--- config.mk ---
export PLATFORM = sky130hd
export DESIGN_NAME = perf_counter_ctrl
export DESIGN_NICKNAME = d
export VERILOG_FILES = /design/src/rtl/perf_counter_ctrl.sv
export SDC_FILE = /design/constraint.sdc
export NUM_CORES = 2
export LEC_CHECK = 0
export CORE_AREA = 2 2 235 237
export CTS_CLUSTER_SIZE = 25
export DETAILED_ROUTE_END_ITERATION = 8
export DIE_AREA = 0 0 237 239
export PLACE_DENSITY = 0.72
export SYNTH_ARGS = -nofsm -noshare
export SYNTH_HDL_FRONTEND = slang
export SYNTH_SLANG_ARGS = --single-unit
--- constraint.sdc ---
create_clock -name clk -period 5 [get_ports clk]
set_input_delay 0.5 -clock clk [delete_from_list [all_inputs] [get_ports clk]]
set_output_delay 0.5 -clock clk [all_outputs]
set_load 0.03 [all_outputs]
--- src/rtl/perf_counter_ctrl.sv ---
`timescale 1ns/1ps
// perf_counter_ctrl
// Machine-mode performance counter bank: mcycle, minstret and NUM_HPM
// programmable mhpmcounters, each CNT_W (64) bits wide.
// CSR accesses complete one cycle after csr_en with the pre-edge register
// value; software writes win over same-cycle hardware increments.
//
// Ports:
//   clk        core clock
//   rstn       asynchronous active-low reset
//   csr_en     one-cycle CSR access request
//   csr_wr     1 = write, 0 = read (valid with csr_en)
//   csr_addr   12-bit CSR address
//   csr_wdata  write data
//   csr_rdata  registered read data, holds until the next access
//   csr_ready  completion pulse, one cycle after csr_en
//   csr_err    unmapped address (valid with csr_ready)
//   retire     one instruction retired this cycle
//   evt        per-cycle event pulses feeding the hpm counters
//   halt       debug stop-count, freezes every counter
//   ovf_irq    registered OR of the sticky hpm overflow bits
module perf_counter_ctrl #(
    parameter int NUM_HPM = 4,
    parameter int NUM_EVT = 8,
    parameter int CNT_W   = 64
) (
    input  logic               clk,
    input  logic               rstn,
    input  logic               csr_en,
    input  logic               csr_wr,
    input  logic [11:0]        csr_addr,
    input  logic [31:0]        csr_wdata,
    output logic [31:0]        csr_rdata,
    output logic               csr_ready,
    output logic               csr_err,
    input  logic               retire,
    input  logic [NUM_EVT-1:0] evt,
    input  logic               halt,
    output logic               ovf_irq
);

    localparam logic [11:0] ADDR_MCYCLE    = 12'hB00;
    localparam logic [11:0] ADDR_MCYCLEH   = 12'hB80;
    localparam logic [11:0] ADDR_MINSTRET  = 12'hB02;
    localparam logic [11:0] ADDR_MINSTRETH = 12'hB82;
    localparam logic [11:0] ADDR_HPM_BASE  = 12'hB03;
    localparam logic [11:0] ADDR_HPMH_BASE = 12'hB83;
    localparam logic [11:0] ADDR_INHIBIT   = 12'h320;
    localparam logic [11:0] ADDR_EVT_BASE  = 12'h323;
    localparam logic [11:0] ADDR_OVF       = 12'h7C0;

    // Implemented inhibit bits: CY (0), IR (2) and one per hpm counter.
    localparam logic [31:0] HPM_ONES     = 32'((64'd1 << NUM_HPM) - 64'd1);
    localparam logic [31:0] INHIBIT_MASK = 32'h0000_0005 | (HPM_ONES << 3);

    // ------------------------------------------------------------------
    // Address decode
    // ------------------------------------------------------------------
    logic               wr_en;
    logic               hit_mcycle_lo, hit_mcycle_hi;
    logic               hit_minstret_lo, hit_minstret_hi;
    logic               hit_inhibit, hit_ovf;
    logic [NUM_HPM-1:0] hit_hpm_lo, hit_hpm_hi, hit_evt_sel;

    assign wr_en           = csr_en & csr_wr;
    assign hit_mcycle_lo   = (csr_addr == ADDR_MCYCLE);
    assign hit_mcycle_hi   = (csr_addr == ADDR_MCYCLEH);
    assign hit_minstret_lo = (csr_addr == ADDR_MINSTRET);
    assign hit_minstret_hi = (csr_addr == ADDR_MINSTRETH);
    assign hit_inhibit     = (csr_addr == ADDR_INHIBIT);
    assign hit_ovf         = (csr_addr == ADDR_OVF);

    // ------------------------------------------------------------------
    // State
    // ------------------------------------------------------------------
    logic [CNT_W-1:0] mcycle_q, mcycle_d;
    logic [CNT_W-1:0] minstret_q, minstret_d;
    logic [31:0]      inhibit_q, inhibit_d;
    logic [31:0]      csr_rdata_q, csr_rdata_d;
    logic             csr_ready_q, csr_ready_d;
    logic             csr_err_q, csr_err_d;
    logic             ovf_irq_q, ovf_irq_d;

    logic [CNT_W-1:0]   hpm_cnt [NUM_HPM];
    logic [3:0]         hpm_sel [NUM_HPM];
    logic [NUM_HPM-1:0] ovf_vec;

    // Event bus shifted up by one so selector value s picks evt[s-1]
    // directly; selector 0 and values above NUM_EVT land on zero bits.
    logic [15:0] evt_ext;
    assign evt_ext = 16'(evt) << 1;

    // ------------------------------------------------------------------
    // Programmable counters
    // ------------------------------------------------------------------
    for (genvar gi = 0; gi < NUM_HPM; gi++) begin : g_hpm
        localparam logic [11:0] A_LO  = ADDR_HPM_BASE + 12'(gi);
        localparam logic [11:0] A_HI  = ADDR_HPMH_BASE + 12'(gi);
        localparam logic [11:0] A_SEL = ADDR_EVT_BASE + 12'(gi);

        logic [CNT_W-1:0] cnt_q, cnt_d;
        logic [3:0]       sel_q, sel_d;
        logic             ovf_q, ovf_d;
        logic             inc;

        assign hit_hpm_lo[gi]  = (csr_addr == A_LO);
        assign hit_hpm_hi[gi]  = (csr_addr == A_HI);
        assign hit_evt_sel[gi] = (csr_addr == A_SEL);

        always_comb begin
            inc   = evt_ext[sel_q] & ~inhibit_q[3+gi] & ~halt;
            cnt_d = cnt_q;
            sel_d = sel_q;
            ovf_d = ovf_q;

            if (wr_en && hit_evt_sel[gi]) begin
                sel_d = csr_wdata[3:0];
            end

            if (wr_en && hit_ovf && csr_wdata[gi]) begin
                ovf_d = 1'b0;
            end

            if (wr_en && hit_hpm_lo[gi]) begin
                cnt_d[31:0] = csr_wdata;
            end else if (wr_en && hit_hpm_hi[gi]) begin
                cnt_d[CNT_W-1:32] = csr_wdata;
            end else if (inc) begin
                cnt_d = cnt_q + CNT_W'(1);
                // Only a hardware wrap sets the sticky bit; it overrides
                // a same-cycle W1C clear.
                if (&cnt_q) begin
                    ovf_d = 1'b1;
                end
            end
        end

        always_ff @(posedge clk or negedge rstn) begin
            if (!rstn) begin
                cnt_q <= '0;
                sel_q <= '0;
                ovf_q <= 1'b0;
            end else begin
                cnt_q <= cnt_d;
                sel_q <= sel_d;
                ovf_q <= ovf_d;
            end
        end

        assign hpm_cnt[gi] = cnt_q;
        assign hpm_sel[gi] = sel_q;
        assign ovf_vec[gi] = ovf_q;
    end

    // ------------------------------------------------------------------
    // Fixed counters and inhibit
    // ------------------------------------------------------------------
    always_comb begin
        mcycle_d = mcycle_q;
        if (wr_en && hit_mcycle_lo) begin
            mcycle_d[31:0] = csr_wdata;
        end else if (wr_en && hit_mcycle_hi) begin
            mcycle_d[CNT_W-1:32] = csr_wdata;
        end else if (!inhibit_q[0] && !halt) begin
            mcycle_d = mcycle_q + CNT_W'(1);
        end
    end

    always_comb begin
        minstret_d = minstret_q;
        if (wr_en && hit_minstret_lo) begin
            minstret_d[31:0] = csr_wdata;
        end else if (wr_en && hit_minstret_hi) begin
            minstret_d[CNT_W-1:32] = csr_wdata;
        end else if (retire && !inhibit_q[2] && !halt) begin
            minstret_d = minstret_q + CNT_W'(1);
        end
    end

    assign inhibit_d = (wr_en && hit_inhibit) ? (csr_wdata & INHIBIT_MASK) : inhibit_q;

    // ------------------------------------------------------------------
    // Read mux (pre-edge values) and response
    // ------------------------------------------------------------------
    logic [31:0] rd_val;
    logic        rd_hit;

    always_comb begin
        rd_val = '0;
        rd_hit = 1'b1;
        if (hit_mcycle_lo) begin
            rd_val = mcycle_q[31:0];
        end else if (hit_mcycle_hi) begin
            rd_val = mcycle_q[CNT_W-1:32];
        end else if (hit_minstret_lo) begin
            rd_val = minstret_q[31:0];
        end else if (hit_minstret_hi) begin
            rd_val = minstret_q[CNT_W-1:32];
        end else if (hit_inhibit) begin
            rd_val = inhibit_q;
        end else if (hit_ovf) begin
            rd_val = 32'(ovf_vec);
        end else begin
            rd_hit = 1'b0;
            for (int i = 0; i < NUM_HPM; i++) begin
                if (hit_hpm_lo[i]) begin
                    rd_hit = 1'b1;
                    rd_val = hpm_cnt[i][31:0];
                end
                if (hit_hpm_hi[i]) begin
                    rd_hit = 1'b1;
                    rd_val = hpm_cnt[i][CNT_W-1:32];
                end
                if (hit_evt_sel[i]) begin
                    rd_hit = 1'b1;
                    rd_val = 32'(hpm_sel[i]);
                end
            end
        end
    end

    always_comb begin
        csr_ready_d = csr_en;
        csr_err_d   = csr_en & ~rd_hit;
        csr_rdata_d = csr_rdata_q;
        if (csr_en) begin
            csr_rdata_d = rd_hit ? rd_val : 32'h0;
        end
    end

    assign ovf_irq_d = |ovf_vec;

    always_ff @(posedge clk or negedge rstn) begin
        if (!rstn) begin
            mcycle_q    <= '0;
            minstret_q  <= '0;
            inhibit_q   <= '0;
            csr_rdata_q <= '0;
            csr_ready_q <= 1'b0;
            csr_err_q   <= 1'b0;
            ovf_irq_q   <= 1'b0;
        end else begin
            mcycle_q    <= mcycle_d;
            minstret_q  <= minstret_d;
            inhibit_q   <= inhibit_d;
            csr_rdata_q <= csr_rdata_d;
            csr_ready_q <= csr_ready_d;
            csr_err_q   <= csr_err_d;
            ovf_irq_q   <= ovf_irq_d;
        end
    end

    assign csr_rdata = csr_rdata_q;
    assign csr_ready = csr_ready_q;
    assign csr_err   = csr_err_q;
    assign ovf_irq   = ovf_irq_q;

endmodule

# --- Word-level counts from Yosys, hierarchy flattened ---
# Index checks and enable logic that the tools add are counted.
word_totals:
  register_bits: 445
  latchBits: 0
  ram_bits: 0
  rom_bits: 0
  inputBits: 58
  out_inout_bits: 35
  elab_cells: 227
  memories: 0
op_classes:
  add_sub_neg: 6
  n_mul: 0
  n_div: 0
  n_lt_le_gt_ge: 4
  n_eq_ne: 24
  shift: 0
  muxes: 89
  bitwise: 22
  n_reduce_logical: 57
ops:
  columns: ["op", "n"]
  rows:
  - ["32-bit 2-to-1 mux", 37]
  - ["64-bit by 1-bit adder with 64-bit output (second input constant)", 6]
  - ["64-bit 2-to-1 mux", 6]
  - ["64-bit AND reduction", 4]
  - ["12-bit equality test (second input constant)", 12]
  - ["12-bit by 10-bit equality test with 1-bit output (second input constant)", 5]
  - ["1-bit 2-to-1 mux", 42]
  - ["1-bit logical AND", 25]
  - ["2-bit AND reduction", 12]
  - ["2-bit nonzero test", 12]
  - ["4-bit by 5-bit less-than comparator with 1-bit output (second input constant)", 4]
  - ["1-bit binary-select mux with 4-bit select", 4]
  - ["12-bit by 11-bit equality test with 1-bit output (second input constant)", 1]
  - ["2-bit != test (second input constant)", 6]
  - ["1-bit NOT", 12]
  - ["1-bit bitwise AND", 10]
  - ["4-bit OR reduction", 1]
  - ["1-bit zero test", 3]

# --- Longest topological paths before layout ---
logic_depth:
  word_depth: 21
  depth_mapped: 11

# --- Least setup slack after synthesis ---
# Ideal clock, no wire load.
synth_path:
  path_kind: "input-to-reg"
  startpoint: "in csr_addr[1]"
  endpoint: "reg g_hpm[1].cnt_q[30]"
  arrival_time_ps: 2476
  setup_slack_ps: 2387
  path_stages: 11
  n_path_buf: 4
  path_cell_list: "buf_2 -> or4b_1 -> buf_2 -> nor4_4 -> nor3_2 -> and2_1 -> buf_6 -> buf_6 -> nand3_1 -> xor2_1 -> a21oi_1"
synth_via:
  elab_chain_len: 4
  word_cells_on_any_way: 8
  cone_classes: "eq/ne: 3; mux: 1; reduce/logical: 4"
synth_lines:
  columns: ["element", "line_no", "text"]
  rows:
  - ["from (decl)", "31", "input logic [11:0] csr_addr,"]
  - ["12-bit equality test, on equally long branches", "106, 107", null]
  - ["1-bit logical AND, on equally long branches", "124, 126", null]
  - ["2-bit != test (no source line) or 2-bit nonzero test (tied branches)", null, null]
  - ["2-bit AND reduction (no source line)", null, null]
  - ["to (signal assigned)", "144", "cnt_q <= cnt_d;"]
  - ["to (decl)", "101", "logic [CNT_W-1:0] cnt_q, cnt_d;"]
# Parallel ways exist; a longest one is shown, timed or not.
# A chain may end at the register's enable or synchronous reset.

# --- Final worst setup path ---
layout_path:
  startpoint: "in csr_addr[5]"
  endpoint: "reg csr_rdata_q[7] (netlist: csr_rdata[7])"
layout_via:
  elab_chain_len: 20
  word_cells_on_any_way: 55
  cone_classes: "eq/ne: 18; mux: 37"
layout_lines:
  columns: ["element", "line_no", "text"]
  rows:
  - ["12-bit equality test", "106", "assign hit_hpm_lo[gi] = (csr_addr == A_LO);"]
  - ["32-bit 2-to-1 mux or 1-bit 2-to-1 mux (tied branches)", "206", "if (hit_hpm_lo[i]) begin"]
  - ["32-bit 2-to-1 mux or 1-bit 2-to-1 mux (tied branches)", "210", "if (hit_hpm_hi[i]) begin"]
  - ["32-bit 2-to-1 mux or 1-bit 2-to-1 mux (tied branches)", "214", "if (hit_evt_sel[i]) begin"]
  - ["32-bit 2-to-1 mux or 1-bit 2-to-1 mux (tied branches)", "206", null]
  - ["32-bit 2-to-1 mux or 1-bit 2-to-1 mux (tied branches)", "210", null]
  - ["32-bit 2-to-1 mux or 1-bit 2-to-1 mux (tied branches)", "214", null]
  - ["32-bit 2-to-1 mux or 1-bit 2-to-1 mux (tied branches)", "206", null]
  - ["[4 not listed]", null, null]
  - ["32-bit 2-to-1 mux or 1-bit 2-to-1 mux (tied branches)", "214", null]
  - ["32-bit 2-to-1 mux or 1-bit 2-to-1 mux (tied branches)", "201", "end else if (hit_ovf) begin"]
  - ["32-bit 2-to-1 mux or 1-bit 2-to-1 mux (tied branches)", "199", "end else if (hit_inhibit) begin"]
  - ["32-bit 2-to-1 mux or 1-bit 2-to-1 mux (tied branches)", "197", "end else if (hit_minstret_hi) begin"]
  - ["32-bit 2-to-1 mux or 1-bit 2-to-1 mux (tied branches)", "195", "end else if (hit_minstret_lo) begin"]
  - ["32-bit 2-to-1 mux or 1-bit 2-to-1 mux (tied branches)", "193", "end else if (hit_mcycle_hi) begin"]
  - ["32-bit 2-to-1 mux or 1-bit 2-to-1 mux (tied branches)", "191", "if (hit_mcycle_lo) begin"]
  - ["32-bit 2-to-1 mux (*)", "227", "csr_rdata_d = rd_hit ? rd_val : 32'h0;"]
  - ["to (signal assigned)", "246", "csr_rdata_q <= csr_rdata_d;"]
  - ["to (decl)", "79", "logic [31:0] csr_rdata_q, csr_rdata_d;"]
# Mark *: on every way between the ends. The rest lies on a longest branch, timed or not.

==> impl_results.md <==
- Outcome: completed
- Met1 wire length: 49,100 microns
- Final WL: 139,000 microns
- Final Skew: 0.0389 ns
- Critical Path Sink Type: register
- Most common flop cell mapped by yosys: dfrtp_1
- Syn nets: 3,686
- Layout cell share with drive strength beyond 1: 8.44%
- Worst Tran Pin Value: 1.27 ns
- Synth area leaders: dfrtp_1 38%, a21oi_1 8.7%, o21ai_0 4.9%
- Synth Area in Compound Gates: 25.2%
- Largest net degree at the start of global routing: 118
- Max Root-Sink Buffers: 3
- Final Cycle Share: 79.3%
- Power density of the placed cells: 259 nW/um^2
- CP peak stage delay: 0.95 ns
- WL/cell: 32.0 microns
- WP data required: 5.46 ns
- # resized after CTS: 0
- Largest family of logic cells by synthesized area: compound AO/OA/AOI/OAI gates
- Commonest cells after routing, fill and taps aside: 511 x a21oi_1, 445 x dfrtp_1, 369 x nand2_1
- Clk slew on worst S/H paths: 0.06 ns
- Largest area contributor in the netlist: dfrtp_1
- Final Hold Fails: 0
- Core region area: 54,300 sq um
- CTS sink count: 445
- Setup CP Type: in2reg
- Nets: 3,662
- Pleak: 0.0129 uW
- Post-synth EDFFs: 0
- Cell breakdown of the critical path: clkdlybuf4s50_1 -> nand4bb_4 -> buf_4 -> nor3_4 -> buf_4 -> a221oi_1 -> o21ai_0 -> a221oi_1 -> a21oi_1
- DR WL met3: 17,600 microns
- Die Outline Area: 56,600 sq um
- Synth cell types: 93
- Setup-failing EPs final: 0
- # DRC: 0
- Synth Area in XOR/XNOR: 5.52%
- Mapped Cells: 3,622
- CP Max Fanout: 20
- Post-Syn Area: 29,400 sq um
- RSZ-0062 raised after global routing: false
- Vias/cell: 7.15
- Setup TNS: 0 ns
- Yosys warns: 0
- Antenna-violating nets left: 0
- Final min period: 3.97 ns
- Post-synthesis sequential area ratio: 37.9%
- Overall Global Routing Usage: 48.3%
- Area delta synth->final: 11.2%
- F_max: 0.252 GHz
- Ys async rst share: 100%
- Max VDD drop: 0.282 mV
- Starting Density: 54.0%
- Worst min-delay path class: in2async
- Gr ovfl total: 0
- I/O Buffers: 92
- Met2 Wirelength: 58,200 microns
- Max Cap Violations: 0
- Clock latency on the worst-skew pair: 0.65 ns
- Max-slew violation count: 0
- First-pass GRT wire length: 198,000 microns
- Initial antenna violation count: 13
- Vias after detailed routing: 31,100
- Synth top area share: 37.9%
- Worst slew margin: 15.2%
- Tot Pwr: 8450 uW
- Setup WS pre-CTS: 0.768 ns
- CTS tree: yes
- CP bufs+invs: 3
- Final Wtd Congestion: 1.06
- Chip height: 239 microns
- Detailed Routing Iterations Pass 1: 9
- Vias in the first global route: 28,700
- Critical path startpoint category: primary input
- Row Count: 86
- I/O pins: 93
- DRT iter0 DRCs: 4,117
- Family with the most delay on the worst path: compound AO/OA/AOI/OAI gates
- Max Used Layer: met5
- Final Worst Setup Slack: 1.03 ns
- Cts bufs inserted: 52
- Worst Path Arrival: 4.42 ns
- Number of H-tree levels: 2
- Mean area per synthesized cell: 8.11 sq um
- DP HPWL: 98,300 microns
- Die Wd: 237 microns
- Synth Area in Adders: 0.256%
- Synth Register Bits: 445
- CP max stage cell: a221oi_1
- Clock Root Buffer: clkbuf_16
- Most common cell after layout, fill and taps aside: a21oi_1
- Synth Area in Simple Gates: 23.3%
- Mux contribution to synthesized area: 2.83%
## worst register-to-register path, delay by kind of cell, from the launching register on
kind	cells	cell delay, ns
DFF	1	0.57
AOI/OAI and AO/OA	2	0.19
and+or+nand+nor	5	2.35
## metrics by stage
step                cells  instance area [sq um]  utilization (%)  hold WS [ns]
finish               4348                  32700             60.1         0.519
global route         4342                  32600             60.1         0.493
CTS                  4342                  32600             60.1         0.476
detailed placement   4247                  30900             56.9         0.502
global placement     4247                  30900             56.9         0.500
floorplan            3622                  29400                -         0.204
## sequential cells by signal, indices dropped and copies added, names as in the netlist
register	flops
mcycle_q	64
g_hpm.cnt_q	256
csr_err	1
inhibit_q	6
csr_ready	1
ovf_irq	1
g_hpm.sel_q	16
minstret_q	64
csr_rdata	32
g_hpm.ovf_q	4
## per-layer routing
layer  vias up  track usage (%)
met1     15000             59.9
li1      13300                -
met4        17             40.4
met5         -                0
met3       657             13.5
met2      2134             70.0
## cells in the mapped netlist, drive strengths merged (8+ instances only)
master,n
a211oi,12
a21o,11
a21oi,512
a221oi,34
a22oi,30
a2bb2oi,20
a311oi,8
a31oi,30
a32oi,8
and2,25
and3,73
and4,28
buf,87
clkbuf,195
dfrtp,445
inv,75
mux2,23
mux2i,48
nand2,374
nand2b,8
nand3,188
nand4,97
nor2,318
nor3,81
nor3b,11
nor4,51
nor4b,8
o211ai,49
o21a,8
o21ai,304
o221ai,9
o22a,34
o22ai,80
o31ai,14
o32ai,18
or3,10
or4,12
xnor2,109
xor2,76
## path summary, 6_finish.rpt
kind	from	endpoint	slack [ns]	cells after the start
min in group clk	g_hpm[2].ovf_q	g_hpm[2].ovf_q	0.52	1
hold / removal	rstn	g_hpm[0].cnt_q[47]	0.52	2
setup reg to reg	g_hpm[1].cnt_q[3]	g_hpm[1].cnt_q[44]	1.74	7
hold reg to reg	g_hpm[2].ovf_q	g_hpm[2].ovf_q	0.52	1
setup / recovery	csr_addr[5]	csr_rdata[7]	1.03	9
max in group asynchronous	rstn	mcycle_q[6]	3.25	3
## layout make-up
cell class	count	area, sq um
Tap cell	704	881
Clock buffer	66	1440
Antenna cell	6	15.0
Clock inverter	28	254
Sequential cell	445	11100
Timing Repair Buffer	204	1800
Fill cell	4829	21700
Multi-Input combinational cell	2820	16800
Inverter	75	282
## power by group
group | switching, uW | internal, uW
Sequential | 133 | 3690
Clock | 1710 | 2200
Combinational | 517 | 201
Total | 2360 | 6090
## cell families (layout without fill, tap and decap cells)
logic type	after synthesis	count (layout)
AO/OA/AOI/OAI	1237	1237
flip-flops	445	445
buffers and inverters	357	373
AND/OR/NAND/NOR	1317	1317
other	0	6
adder cells (fa/ha/maj)	6	6
multiplexers	75	75
XOR/XNOR	185	185
## what timing repair did
action	4_1_cts	5_1_grt
hold buffers	1	0
buffers inserted	0	0
endpoints found under the hold margin	91	0
(Power assumes the default switching activity.)
